**src/rtl/ex_hazard_ctrl.sv**
```systemverilog
// EX-stage hazard controller: tracks EX/MEM/WB occupancy, detects load-use and
// taken-branch hazards, freezes on slow loads and selects operand forwarding.
module ex_hazard_ctrl #(
  parameter int REG_AW = 5
) (
  input  logic              clk,
  input  logic              rst_n,
  input  logic              id_valid,
  input  logic [REG_AW-1:0] id_rs1,
  input  logic [REG_AW-1:0] id_rs2,
  input  logic              id_re1,
  input  logic              id_re2,
  input  logic [REG_AW-1:0] id_rd,
  input  logic              id_rf_we,
  input  logic              id_is_load,
  input  logic              ex_br_taken,
  input  logic              mem_ready,
  output logic              pc_stall,
  output logic              if_id_stall,
  output logic              if_id_flush,
  output logic              id_ex_flush,
  output logic [1:0]        fwd_a_sel,
  output logic [1:0]        fwd_b_sel,
  output logic              ex_valid,
  output logic              mem_valid,
  output logic              wb_valid,
  output logic [1:0]        state
);

  typedef enum logic [1:0] {
    RUN      = 2'b00,
    LU_STALL = 2'b01,
    MEM_WAIT = 2'b10
  } state_t;

  state_t state_q, state_d;

  // _p0 = EX, _p1 = MEM, _p2 = WB
  logic              vld_p0, we_p0, ld_p0, re1_p0, re2_p0;
  logic [REG_AW-1:0] rd_p0, rs1_p0, rs2_p0;
  logic              vld_p1, we_p1, ld_p1;
  logic [REG_AW-1:0] rd_p1;
  logic              vld_p2, we_p2;
  logic [REG_AW-1:0] rd_p2;

  logic freeze, br_flush, lu_hazard;

  function automatic logic [1:0] fwd_src(
    input logic              re,
    input logic [REG_AW-1:0] rs,
    input logic              m_vld,
    input logic              m_we,
    input logic [REG_AW-1:0] m_rd,
    input logic              w_vld,
    input logic              w_we,
    input logic [REG_AW-1:0] w_rd
  );
    logic [1:0] sel;
    sel = 2'b00;
    if (re && m_vld && m_we && (m_rd != '0) && (m_rd == rs))
      sel = 2'b01;
    else if (re && w_vld && w_we && (w_rd != '0) && (w_rd == rs))
      sel = 2'b10;
    return sel;
  endfunction

  assign freeze    = vld_p1 & ld_p1 & ~mem_ready;
  assign br_flush  = vld_p0 & ex_br_taken;
  assign lu_hazard = id_valid & vld_p0 & ld_p0 & we_p0 & (rd_p0 != '0) &
                     ((id_re1 & (id_rs1 == rd_p0)) | (id_re2 & (id_rs2 == rd_p0)));

  // A frozen pipeline holds everything, so a pending branch flush waits for release.
  always_comb begin
    pc_stall    = 1'b0;
    if_id_stall = 1'b0;
    if_id_flush = 1'b0;
    id_ex_flush = 1'b0;
    if (freeze) begin
      pc_stall    = 1'b1;
      if_id_stall = 1'b1;
    end else if (br_flush) begin
      if_id_flush = 1'b1;
      id_ex_flush = 1'b1;
    end else if (lu_hazard) begin
      pc_stall    = 1'b1;
      if_id_stall = 1'b1;
      id_ex_flush = 1'b1;
    end
  end

  assign fwd_a_sel = fwd_src(re1_p0, rs1_p0, vld_p1, we_p1, rd_p1, vld_p2, we_p2, rd_p2);
  assign fwd_b_sel = fwd_src(re2_p0, rs2_p0, vld_p1, we_p1, rd_p1, vld_p2, we_p2, rd_p2);

  // Stage boundary ID->EX->MEM->WB: control bits
  always_ff @(posedge clk or negedge rst_n) begin
    if (!rst_n) begin
      vld_p0 <= 1'b0;
      we_p0  <= 1'b0;
      ld_p0  <= 1'b0;
      re1_p0 <= 1'b0;
      re2_p0 <= 1'b0;
      vld_p1 <= 1'b0;
      we_p1  <= 1'b0;
      ld_p1  <= 1'b0;
      vld_p2 <= 1'b0;
      we_p2  <= 1'b0;
    end else if (!freeze) begin
      vld_p0 <= id_valid   & ~id_ex_flush;
      we_p0  <= id_rf_we   & ~id_ex_flush;
      ld_p0  <= id_is_load & ~id_ex_flush;
      re1_p0 <= id_re1     & ~id_ex_flush;
      re2_p0 <= id_re2     & ~id_ex_flush;
      vld_p1 <= vld_p0;
      we_p1  <= we_p0;
      ld_p1  <= ld_p0;
      vld_p2 <= vld_p1;
      we_p2  <= we_p1;
    end
  end

  // Stage boundary ID->EX->MEM->WB: register addresses
  always_ff @(posedge clk) begin
    if (!freeze) begin
      rd_p0  <= id_rd;
      rs1_p0 <= id_rs1;
      rs2_p0 <= id_rs2;
      rd_p1  <= rd_p0;
      rd_p2  <= rd_p1;
    end
  end

  always_ff @(posedge clk or negedge rst_n) begin
    if (!rst_n) state_q <= RUN;
    else        state_q <= state_d;
  end

  always_comb begin
    state_d = RUN;
    case (state_q)
      RUN:      if (freeze) state_d = MEM_WAIT;
                else if (lu_hazard && !br_flush) state_d = LU_STALL;
      LU_STALL: if (freeze) state_d = MEM_WAIT;
      MEM_WAIT: if (freeze) state_d = MEM_WAIT;
      default:  state_d = RUN;
    endcase
  end

  assign state     = state_q;
  assign ex_valid  = vld_p0;
  assign mem_valid = vld_p1;
  assign wb_valid  = vld_p2;

endmodule

```
**config.mk**
```make
export PLATFORM = sky130hd
export DESIGN_NAME = ex_hazard_ctrl
export DESIGN_NICKNAME = d
export VERILOG_FILES = /design/src/rtl/ex_hazard_ctrl.sv
export SDC_FILE = /design/constraint.sdc
export NUM_CORES = 1
export LEC_CHECK = 0
export CORE_ASPECT_RATIO = 0.8
export CORE_MARGIN = 1
export CORE_UTILIZATION = 39
export CTS_CLUSTER_SIZE = 10
export DETAILED_ROUTE_END_ITERATION = 10
export GPL_ROUTABILITY_DRIVEN = 0
export PLACE_DENSITY = 0.69
export SKIP_LAST_GASP = 1
export SYNTH_ARGS = -nofsm -noshare
export SYNTH_HDL_FRONTEND = slang
export SYNTH_SLANG_ARGS = --single-unit
```
**constraint.sdc**
```tcl
create_clock -name clk -period 1.9 [get_ports clk]
set_input_delay 0.38 -clock clk [delete_from_list [all_inputs] [get_ports clk]]
set_output_delay 0.38 -clock clk [all_outputs]
set_load 0.02 [all_outputs]
```
**After elaboration in Yosys (flattened, before gate mapping)**

Cells that the tools add are included.

- Memory bits (read-only): 0
- Flip-flop bits (word level): 37
- Bits in latches: 0
- Input port bits: 24
- Logic and storage cells: 80
- Bits in writable memories: 0
- Memories: 0
- Output and inout port bits: 13

- Multiply operators: 0
- Magnitude comparators: 0
- Divide/modulo/power cells: 0
- Bitwise gates (word level): 18
- Reductions and logical operators: 23
- Muxes and demuxes: 15
- Equal/unequal tests: 8
- Add/subtract/negate cells: 0
- Shift operators: 0

Operators with widths:

| operator | count |
|---|---|
| $eq 5x5->1 | 6 |
| $logic_and 1x1->1 | 17 |
| $and 1x1->1 | 15 |
| $reduce_bool 5->1 | 3 |
| $mux 2 | 6 |
| $mux 1 | 8 |
| $pmux 2 s2 | 1 |
| $eq 2x1->1 const B | 1 |
| $eq 2x2->1 const B | 1 |
| $logic_not 2->1 | 1 |
| $not 1->1 | 2 |
| $reduce_or 2->1 | 1 |
| $logic_not 1->1 | 1 |
| $or 1x1->1 | 1 |

**Logic depth before layout (Yosys ltp)**

Gate-level depths: netlist of the first run.

- Depth after elaboration: 10
- Mapped depth: 5
- Mapped depth without buffers: 5

**Worst setup path after synthesis of the first run**

No wires, ideal clock.

- Kind: register to output
- From: reg rd_p1[1]
- To: out fwd_a_sel[1]
- Cell stages (with the launch flop): 5
- Arrival: 1647 ps
- Setup slack: -127 ps
- Buffers on the path: 0
- Cells stage by stage: edfxtp_1 > or4_1 > o211ai_2 > nor3_1 > nor3_2

- Word-level cells in the longest chain between the ends: 4
- Elaborated cells between the ends (all ways): 5
- Those cells by class: eq/ne (1); mux (1); reduce/logical (3)

Ends and longest elaborated chain:

| item | RTL line | text |
|---|---|---|
| start, declared | 42 | `logic [REG_AW-1:0] rd_p1;` |
| start signal, assigned | 127 | `rd_p1 <= rd_p0;` |
| $reduce_bool 5->1 | 60 | `if (re && m_vld && m_we && (m_rd != '0) && (m_rd == rs))` |
| $logic_and 1x1->1 | 60 |  |
| $logic_and 1x1->1 (*) | 60 |  |
| $mux 2 (*) | 60 |  |
| end, declared | 22 | `output logic [1:0] fwd_a_sel,` |

Mark *: on every way between the ends. The rest lies on a longest branch, timed or not.

**Worst setup path after layout of the first run**

- From: reg rd_p2[1]
- To: out fwd_b_sel[1]

- Word-level cells in the longest chain between the ends: 5
- Elaborated cells between the ends (all ways): 6
- Those cells by class: eq/ne (1); mux (2); reduce/logical (3)

Ends and longest elaborated chain:

| item | RTL line | text |
|---|---|---|
| start, declared | 44 | `logic [REG_AW-1:0] rd_p2;` |
| start signal, assigned | 128 | `rd_p2 <= rd_p1;` |
| $reduce_bool 5->1 | 62 | `else if (re && w_vld && w_we && (w_rd != '0) && (w_rd == rs))` |
| $logic_and 1x1->1 | 62 |  |
| $logic_and 1x1->1 (*) | 62 |  |
| $mux 2 (*) | 62 |  |
| $mux 2 (*) | 60 |  |
| end, declared | 23 | `output logic [1:0] fwd_b_sel,` |

Marked as above.

==> results.json, run 1 <==
{
  "outcome": "finished, violations left",
  "violations": "negative setup slack",
  "power.leakage_nw": 1.005,
  "overflow": 0,
  "firstDrtPassIters": 4,
  "grt_max_degree": 32,
  "ir_worst_vdd_mv": 0.5454,
  "yosysUniqueCellTypes": 31,
  "wl_mm": 3.921,
  "antenna_found_initial": 0,
  "chipHeight_um": 61.52,
  "ant_nets": 0,
  "critPathRequiredTime_ns": 1.52,
  "seq_area_frac_synth_pct": 60.87,
  "multi_input_area_um2": 723.2,
  "htree_levels": 2,
  "io_pins": 37,
  "place_area_um2": 2401,
  "finClkSkew_ns": 0.001778,
  "yosysTopAreaCell": "edfxtp_1",
  "synthTopCellsByArea": "edfxtp_1 43%, dfrtp_1 17%, xnor2_1 11%",
  "synth_cells": 134,
  "grt_usage_pct": 17.58,
  "layout.nets": 235,
  "yosys.area.top_type_share_pct": 43.48,
  "route.detailed.drc": 0,
  "mostFrequentLayoutCells": "34 x buf_4, 25 x edfxtp_1, 22 x xnor2_1",
  "final_area_um2": 2537,
  "via_count": 1314,
  "power_density_nw_per_um2": 1328,
  "hold_path.class": "in -> reg",
  "drive_gt1_share_pct": 30.00,
  "grt_pass1_vias": 1264,
  "synth_area_um2": 1727,
  "grt_pass1_wl_mm": 6.085,
  "slew_viol_final": 0,
  "syn_to_final_growth_pct": 46.96,
  "p_total_mw": 3.368,
  "cts_tree": "done",
  "crit_path_end_kind": "primary output",
  "finalSetupViolCount": 7,
  "cp_max_fo": 3,
  "arrival_ns": 1.79,
  "layout_setup_ws_ns": -0.2715,
  "wl_per_cell_um": 14.69,
  "vias_per_cell": 4.921,
  "dieArea_um2": 4699,
  "fin_crit_ns": 2.172,
  "die_x_um": 76.39,
  "mostFrequentLayoutCell": "buf_4",
  "insertion_delay_ns": 0.28,
  "numPortBuffers": 36,
  "clock_path_buffers": 2,
  "criticalPathCategory": "reg -> out",
  "initial_core_util_pct": 41.07,
  "cts_buffers": 5,
  "ys_ff_latch": 37,
  "clk_pin_slew_worst_paths_ns": 0.07,
  "cts-root-buf": "clkbuf_8",
  "cp-start-kind": "flip-flop",
  "rows": 21,
  "place_ws_ns": -0.6981,
  "tns_ns": -1.283,
  "finalHoldViolations": 0,
  "max_freq_mhz": 460.5,
  "syn-mean-instance-area_um2": 12.89,
  "worstMarginPinSlew_ns": 0.5551,
  "dp_hpwl_mm": 3.076,
  "clock_sinks": 37,
  "final_util_pct": 60.36,
  "antenna_cells": 0,
  "syn_nets": 160,
  "slew_headroom_pct": 62.88,
  "dr.first_iter.drc_count": 65,
  "cap_violations": 0,
  "core_area_um2": 4204,
  "num-fill-cells": 334,
  "seqCellArea_um2": 1051,
  "rsz0062_at_grt": "true",
  "ctsHoldBuffers": 0,
  "fin_crit_sh_pct": 114.3,
  "yosysWarnings": 0
}
==> cell type report <==
type | instances | share of cell area, %
Clock buffer | 8 | 3.156
Inverter | 4 | 0.5917
Timing Repair Buffer | 70 | 23.52
Multi-Input combinational cell | 91 | 28.50
Tap cell | 57 | 2.811
Sequential cell | 37 | 41.42
==> worst max-delay path, stage by stage, from the launching register on <==
cell,delay [ns]
edfxtp_1,0.45
or4_4,0.55
o211ai_1,0.17
buf_4,0.17
nor3_4,0.04
buf_6,0.13
==> metrics by stage <==
| step | hold WS, ns | cells |
|---|---|---|
| after global placement | 0.4608 | 256 |
| after floorplan | 0.08441 | 134 |
| after global routing | 0.4406 | 267 |
| final | 0.4444 | 267 |
| after detailed placement | 0.4792 | 256 |
| after CTS | 0.4363 | 265 |
==> per-layer routing <==
metal  share of wire [%]  vias up  track usage [%]
met5                   0        -                0
met4                 1.6        0            7.418
met3                 3.5        5            2.815
met2                  52       23            31.79
met1                  43      644            21.69
li1                    -      642                -
==> state kept, by name (all words and copies together) (netlist names), 2 cells and up <==
name and count:
rd_p2 5, rd_p1 5, rs1_p0 5, rd_p0 5, rs2_p0 5, state 2
==> worst paths after layout <==
check	to	slack (ns)	from	cells after the start
min in group asynchronous	wb_valid	0.45	rst_n	1
min reg2reg	we_p2	0.50	we_p2	2
max	fwd_b_sel[1]	-0.27	rd_p2[1]	5
min	rs1_p0[3]	0.44	id_rs1[3]	1
max in group asynchronous	state[1]	1.08	rst_n	1
max reg2reg	ld_p0	0.33	mem_valid	7
==> logic make-up after synthesis <==
kind of cell    count (synthesis)  synth area share, %
compound gates                 19                8.623
xor+xnor                       30                15.22
fa+ha+maj                       2                1.449
buf+inv                         6                1.594
flops                          37                60.87
simple gates                   40                12.25
==> power breakdown <==
group	internal [mW]	leakage [nW]	switching (mW)
Combinational	0.739	0.567	0.673
Clock	0.260	0.0395	0.253
Sequential	1.20	0.399	0.248
==> synth_stat cells <==
library cell  count
xor2_1            8
nor2_1            3
o21ai_1           5
dfrtp_1          12
buf_4             1
xnor2_1          22
a21o_1            1
a2bb2oi_1         1
and3b_1           1
ha_1              2
edfxtp_1         25
a21oi_2           1
o211ai_1          1
nand4_1           5
inv_1             3
nand3_1           3
a21oi_1           1
o22ai_2           1
buf_2             1
nor3_1            4
or4_1             2
nor4_1            2
o31a_1            1
a32oi_1           4
a31o_1            2
nand2_1          15
nor3_2            2
inv_2             1
o211ai_2          1
and4_1            1
nand2b_1          2
==> repair_timing <==
| action | CTS | global route |
|---|---|---|
| setup buffers | 1 | 2 |
| gates resized for setup | 57 | 4 |
| pin swaps | 7 | 5 |
| setup endpoints to repair | 8 | 8 |
Power figures use the tool's default switching activity.
==> inputs of run 2 (changes only) <==
Settings changed: MAX_ROUTING_LAYER set to met4.
==> run 2 against run 1 <==
  * The flow still finishes with violations (negative setup slack)
  * Final area stayed put
  * Setup slack worse by 0.0014 ns
  * Sequential cell count stayed put
  * Sequential share of layout area stayed put
  * Clock power hardly changed
  * Cell count stayed put
  * First-iteration DRC count is 9.2% lower
  * Combinational power hardly changed
  * Global-route usage is 0.61 points higher
  * Worst hold slack worse by 0.00096 ns
  * Via count hardly changed
  * Die area stayed put
  * Critical endpoint unchanged
==> results.json, run 2 (synthesis results as in run 1) <==
{
  "outcome": "finished, violations left",
  "violations": "negative setup slack",
  "power_density_nw_per_um2": 1327,
  "firstDrtPassIters": 5,
  "die_x_um": 76.39,
  "layout_setup_ws_ns": -0.2730,
  "grt_pass1_vias": 1260,
  "combPwrFrac_pct": 41.9,
  "place_inst": 256,
  "num-fill-cells": 334,
  "mostFrequentLayoutCells": "34 x buf_4, 25 x edfxtp_1, 22 x xnor2_1",
  "final_cell_count_no_fill": 267,
  "cp-start-kind": "flip-flop",
  "route.detailed.drc": 0,
  "numPortBuffers": 36,
  "chipHeight_um": 61.52,
  "max_freq_mhz": 460.2,
  "rows": 21,
  "cap_violations": 0,
  "finalHoldViolations": 0,
  "rr_worst_depth": 7,
  "fin_crit_sh_pct": 114.4,
  "ir_worst_vdd_mv": 0.5453,
  "core_area_um2": 4204,
  "slew_headroom_pct": 62.55,
  "arrival_ns": 1.79,
  "hold_path.class": "in -> reg",
  "cp_max_fo": 3,
  "intPower_mw": 2.194,
  "ant_nets": 0,
  "multi_input_area_um2": 723.2,
  "mostFrequentLayoutCell": "buf_4",
  "p_seq_share_pct": 42.9,
  "grt_pass1_wl_mm": 6.085,
  "clock_sinks": 37,
  "insertion_delay_ns": 0.28,
  "timing.hold.ws_ns": 0.4434,
  "slew_viol_final": 0,
  "finClkSkew_ns": 0.002855,
  "grt_usage_pct": 18.19,
  "initial_core_util_pct": 41.07,
  "dieArea_um2": 4699,
  "clk_pin_slew_worst_paths_ns": 0.07,
  "switching_share_pct": 34.82,
  "cts-root-buf": "clkbuf_8",
  "cts_buffers": 5,
  "ctsHoldBuffers": 0,
  "clock_path_buffers": 2,
  "io_pins": 37,
  "layout.nets": 235,
  "vias_per_cell": 4.925,
  "antenna_cells": 0,
  "finalSetupViolCount": 7,
  "min_path_cells": 1,
  "wl_per_cell_um": 14.70,
  "antenna_found_initial": 0,
  "grt_max_degree": 32,
  "drive_gt1_share_pct": 30.00,
  "power_switching_mw": 1.172,
  "critPathRequiredTime_ns": 1.52,
  "dp_hpwl_mm": 3.076,
  "power.leakage_nw": 1.005,
  "pwr-share-clk_pct": 15.2,
  "via_count": 1315,
  "fin_crit_ns": 2.173,
  "rsz0062_at_grt": "true",
  "dr.first_iter.drc_count": 59,
  "wl_mm": 3.926,
  "overflow": 0,
  "crit_path_end_kind": "primary output",
  "worstMarginPinSlew_ns": 0.5600,
  "cts_tree": "done",
  "criticalPathCategory": "reg -> out",
  "htree_levels": 2,
  "syn_to_final_growth_pct": 46.96,
  "seqCellArea_um2": 1051
}
## run 2: cell counts in the layout (fill, tap and decap cells not counted)
Identical to the previous run, type by type.
## run 2: power by group through the flow
stage / Combinational, mW / Clock, mW / Sequential (mW)
2_1_floorplan: 0.644 / 0 / 1.47
3_3_place_gp: 1.29 / 0 / 1.43
3_5_place_dp: 1.34 / 0 / 1.45
4_1_cts: 1.37 / 0.530 / 1.44
5_1_grt: 1.55 / 0.562 / 1.48
6_report: 1.41 / 0.512 / 1.44
## run 2: area by class of cell
| type | count | share of cell area [%] |
|---|---|---|
| Sequential cell | 37 | 41.42 |
| Multi-Input combinational cell | 91 | 28.50 |
| Timing Repair Buffer | 70 | 23.52 |
| Clock buffer | 8 | 3.156 |
| Tap cell | 57 | 2.811 |
| Inverter | 4 | 0.5917 |
## run 2: path summary, 6_finish.rpt
| check | startpoint | slack (ns) | to |
|---|---|---|---|
| setup / recovery | rd_p2[1] | -0.27 | fwd_b_sel[1] |
| hold / removal | id_rs1[2] | 0.44 | rs1_p0[2] |
| setup reg to reg | mem_valid | 0.33 | ld_p0 |
| hold reg to reg | we_p2 | 0.50 | we_p2 |
| max in group asynchronous | rst_n | 1.07 | state[1] |
| min in group asynchronous | rst_n | 0.46 | wb_valid |
## run 2: through the flow
step	power, mW	utilization, %	instance area, µm²	worst slack, ns	setup TNS, ns
detailed placement	2.783	57.11	2401	-0.6981	-4.411
floorplan	2.110	-	1749	0.02003	0
finish	3.367	60.36	2537	-0.2730	-1.297
CTS	3.344	59.49	2501	-0.3195	-1.500
global route	3.589	60.36	2537	-0.3381	-1.719
global placement	2.724	57.11	2401	-0.6503	-3.800
## run 2: worst max-delay path, stage by stage, from the launching register on
cell and delay [ns]:
edfxtp_1 0.45, or4_4 0.56, o211ai_1 0.17, buf_4 0.17, nor3_4 0.04, buf_6 0.13
## run 2: per-layer routing
metal / global-route usage [%] / part of all wire, %
met5: - / 0
met4: 7.418 / 1.7
met3: 2.815 / 3.7
met2: 31.79 / 52
met1: 21.69 / 43
## run 2: repair_timing
item                                    CTS  global route
gates cloned                              0             0
buffers inserted                          1             2
pin swaps                                 7             5
resized for setup                        57             4
endpoints found under the setup margin    8             8
==> inputs of run 3 (changes only) <==
Settings changed: TNS_END_PERCENT set to 20.
==> run 3 against run 2 <==
  * The flow still finishes with violations (negative setup slack)
  * Sequential cell count did not move
  * Power rose by 7.9%
  * Die area did not move
  * First-iteration DRC count fell by 1.7%
  * Setup slack got worse by 0.056 ns
  * Critical path depth did not move
  * Wire length rose by 4.5%
  * Non-clock buffer count rose by 9
  * Critical endpoint is now fwd_b_sel[0]
  * Largest cell class unchanged
  * Largest power group unchanged
  * Highest routed layer unchanged
==> results.json, run 3 (synthesis results as in run 1) <==
{
  "cp-start-kind": "flip-flop",
  "grt_max_degree": 32,
  "seqCellArea_um2": 1051,
  "ir_worst_vdd_mv": 0.7213,
  "max_freq_mhz": 448.7,
  "cp.buffers_inverters": 2,
  "cts_buffers": 5,
  "crit_path_top_delay_cell": "or4_4",
  "fin_crit_sh_pct": 117.3,
  "wl_mm": 4.104,
  "finalSetupViolCount": 9,
  "dr.first_iter.drc_count": 58,
  "htree_levels": 2,
  "grt_pass1_wl_mm": 6.486,
  "mostFrequentLayoutCells": "46 x buf_4, 25 x edfxtp_1, 24 x clkdlybuf4s50_1",
  "cp_top_family": "simple AND/OR/NAND/NOR gates",
  "power.leakage_nw": 1.117,
  "die_x_um": 76.39,
  "arrival_ns": 1.85,
  "io_pins": 37,
  "place_inst": 258,
  "slowest_delay_ns": 0.57,
  "power_density_nw_per_um2": 1370,
  "place_ws_ns": -0.7591,
  "critPathRequiredTime_ns": 1.52,
  "dp_hpwl_mm": 3.042,
  "crit_path_end_kind": "primary output",
  "overflow": 0,
  "r2r_end": "ex_valid",
  "cp_max_fo": 2,
  "grt_usage_pct": 19.46,
  "slew_headroom_pct": 63.08,
  "grt_pass1_vias": 1394,
  "startpoint": "rd_p1[2]",
  "syn_to_final_growth_pct": 53.55,
  "rows": 21,
  "place_area_um2": 2410,
  "hold_path.class": "in -> reg",
  "critical_path_cell_count": 5,
  "via_count": 1340,
  "fin_crit_ns": 2.229,
  "cts_tree": "done",
  "vias_per_cell": 4.855,
  "chipHeight_um": 61.52,
  "firstDrtPassIters": 5,
  "layout_setup_ws_ns": -0.3286,
  "cts-root-buf": "clkbuf_8",
  "rr_worst_depth": 14,
  "violations": "negative setup slack",
  "antenna_cells": 0,
  "r2r-start": "rd_p0[1]",
  "core_area_um2": 4204,
  "tns_ns": -2.529,
  "layout.nets": 244,
  "insertion_delay_ns": 0.29,
  "ctsHoldBuffers": 0,
  "finClkSkew_ns": 0.008888,
  "cap_violations": 0,
  "slew_viol_final": 0,
  "ant_nets": 0,
  "mostFrequentLayoutCell": "buf_4",
  "route.detailed.drc": 0,
  "rrSetupSlack_ns": -0.28,
  "dieArea_um2": 4699,
  "final_cell_count_no_fill": 276,
  "criticalPathCategory": "reg -> out",
  "clock_sinks": 37,
  "multi_input_area_um2": 698.2,
  "initial_core_util_pct": 41.07,
  "clock_path_buffers": 2,
  "final_area_um2": 2651,
  "antenna_found_initial": 0,
  "worstMarginPinSlew_ns": 0.5521,
  "num-fill-cells": 325,
  "drive_gt1_share_pct": 31.05,
  "wl_per_cell_um": 14.87,
  "path_cells": "or4_4 > o211ai_4 > nor3_4 > buf_4 > buf_2",
  "crit_path_end": "fwd_b_sel[0]",
  "clk_pin_slew_worst_paths_ns": 0.08,
  "outcome": "finished, violations left",
  "numPortBuffers": 36,
  "finalHoldViolations": 0,
  "rsz0062_at_grt": "true"
}
==> run 3: cell types whose count changed in the layout (fill, tap and decap cells not counted), moves of 2 or more <==
cell,change
dlygate4sd2_1,-7
clkdlybuf4s50_1,+4
bufinv_16,+2
nor4_2,-2
nor4_1,+2
buf_2,-2
dlymetal6s2s_1,+4
buf_6,-3
buf_4,+12
clkbuf_1,-3
==> run 3: repair_timing <==
item / in CTS / in global routing
hold endpoints to repair: 0 / 0
endpoints found under the setup margin: 8 / 9
resized for setup: 37 / 7
pin swaps: 5 / 3
buffers inserted: 10 / 0
==> run 3: where the power goes <==
group	switching [mW]	total [mW]	internal, mW
registers	0.240	1.43	1.19
clock network	0.280	0.802	0.522
logic	0.671	1.40	0.727
==> run 3: cell type report <==
class,count,share of cell area [%]
Multi-Input combinational cell,91,26.33
Timing Repair Buffer,79,25.72
Clock inverter,3,2.454
Sequential cell,37,39.64
Tap cell,57,2.690
Inverter,4,0.5663
Clock buffer,5,2.596
==> run 3: worst min path at each step <==
stage                   start         to  slack [ns]  depth (start not counted)
finish              id_rs1[0]  rs1_p0[0]        0.34                          1
global route        id_rs1[3]  rs1_p0[3]        0.35                          1
CTS                     rst_n      we_p0        0.46                          1
detailed placement      we_p2      we_p2        0.47                          2
global placement        we_p2      we_p2        0.46                          2
floorplan               rst_n   ex_valid        0.08                          0
==> run 3: metal layers <==
layer  share of wire (%)  GRT usage [%]  up-vias
met1                  43          21.19      653
met5                   0              -        -
met3                 3.1          3.852        4
met2                  53          36.04       24
li1                    -              -      659
met4                0.93          7.967        0
==> run 3: worst reg2reg max path, stage by stage, from the launching register on <==
cell and delay [ns]:
edfxtp_1 0.42, buf_4 0.17, xnor2_1 0.12, nand2_1 0.08
o22ai_2 0.08, buf_4 0.16, buf_4 0.13, buf_4 0.12
buf_4 0.12, buf_4 0.12, buf_4 0.12, buf_4 0.12
buf_4 0.12, buf_4 0.12, o21ai_2 0.11
==> run 3: stage by stage <==
step           total power [mW]  hold WS, ns  util, %
2_1_floorplan             2.104      0.08441        -
3_3_place_gp              2.715       0.4629    57.32
3_5_place_dp              2.778       0.4695    57.32
4_1_cts                   3.637       0.4630    62.56
5_1_grt                   3.832       0.3548    63.07
6_report                  3.633       0.3442    63.07
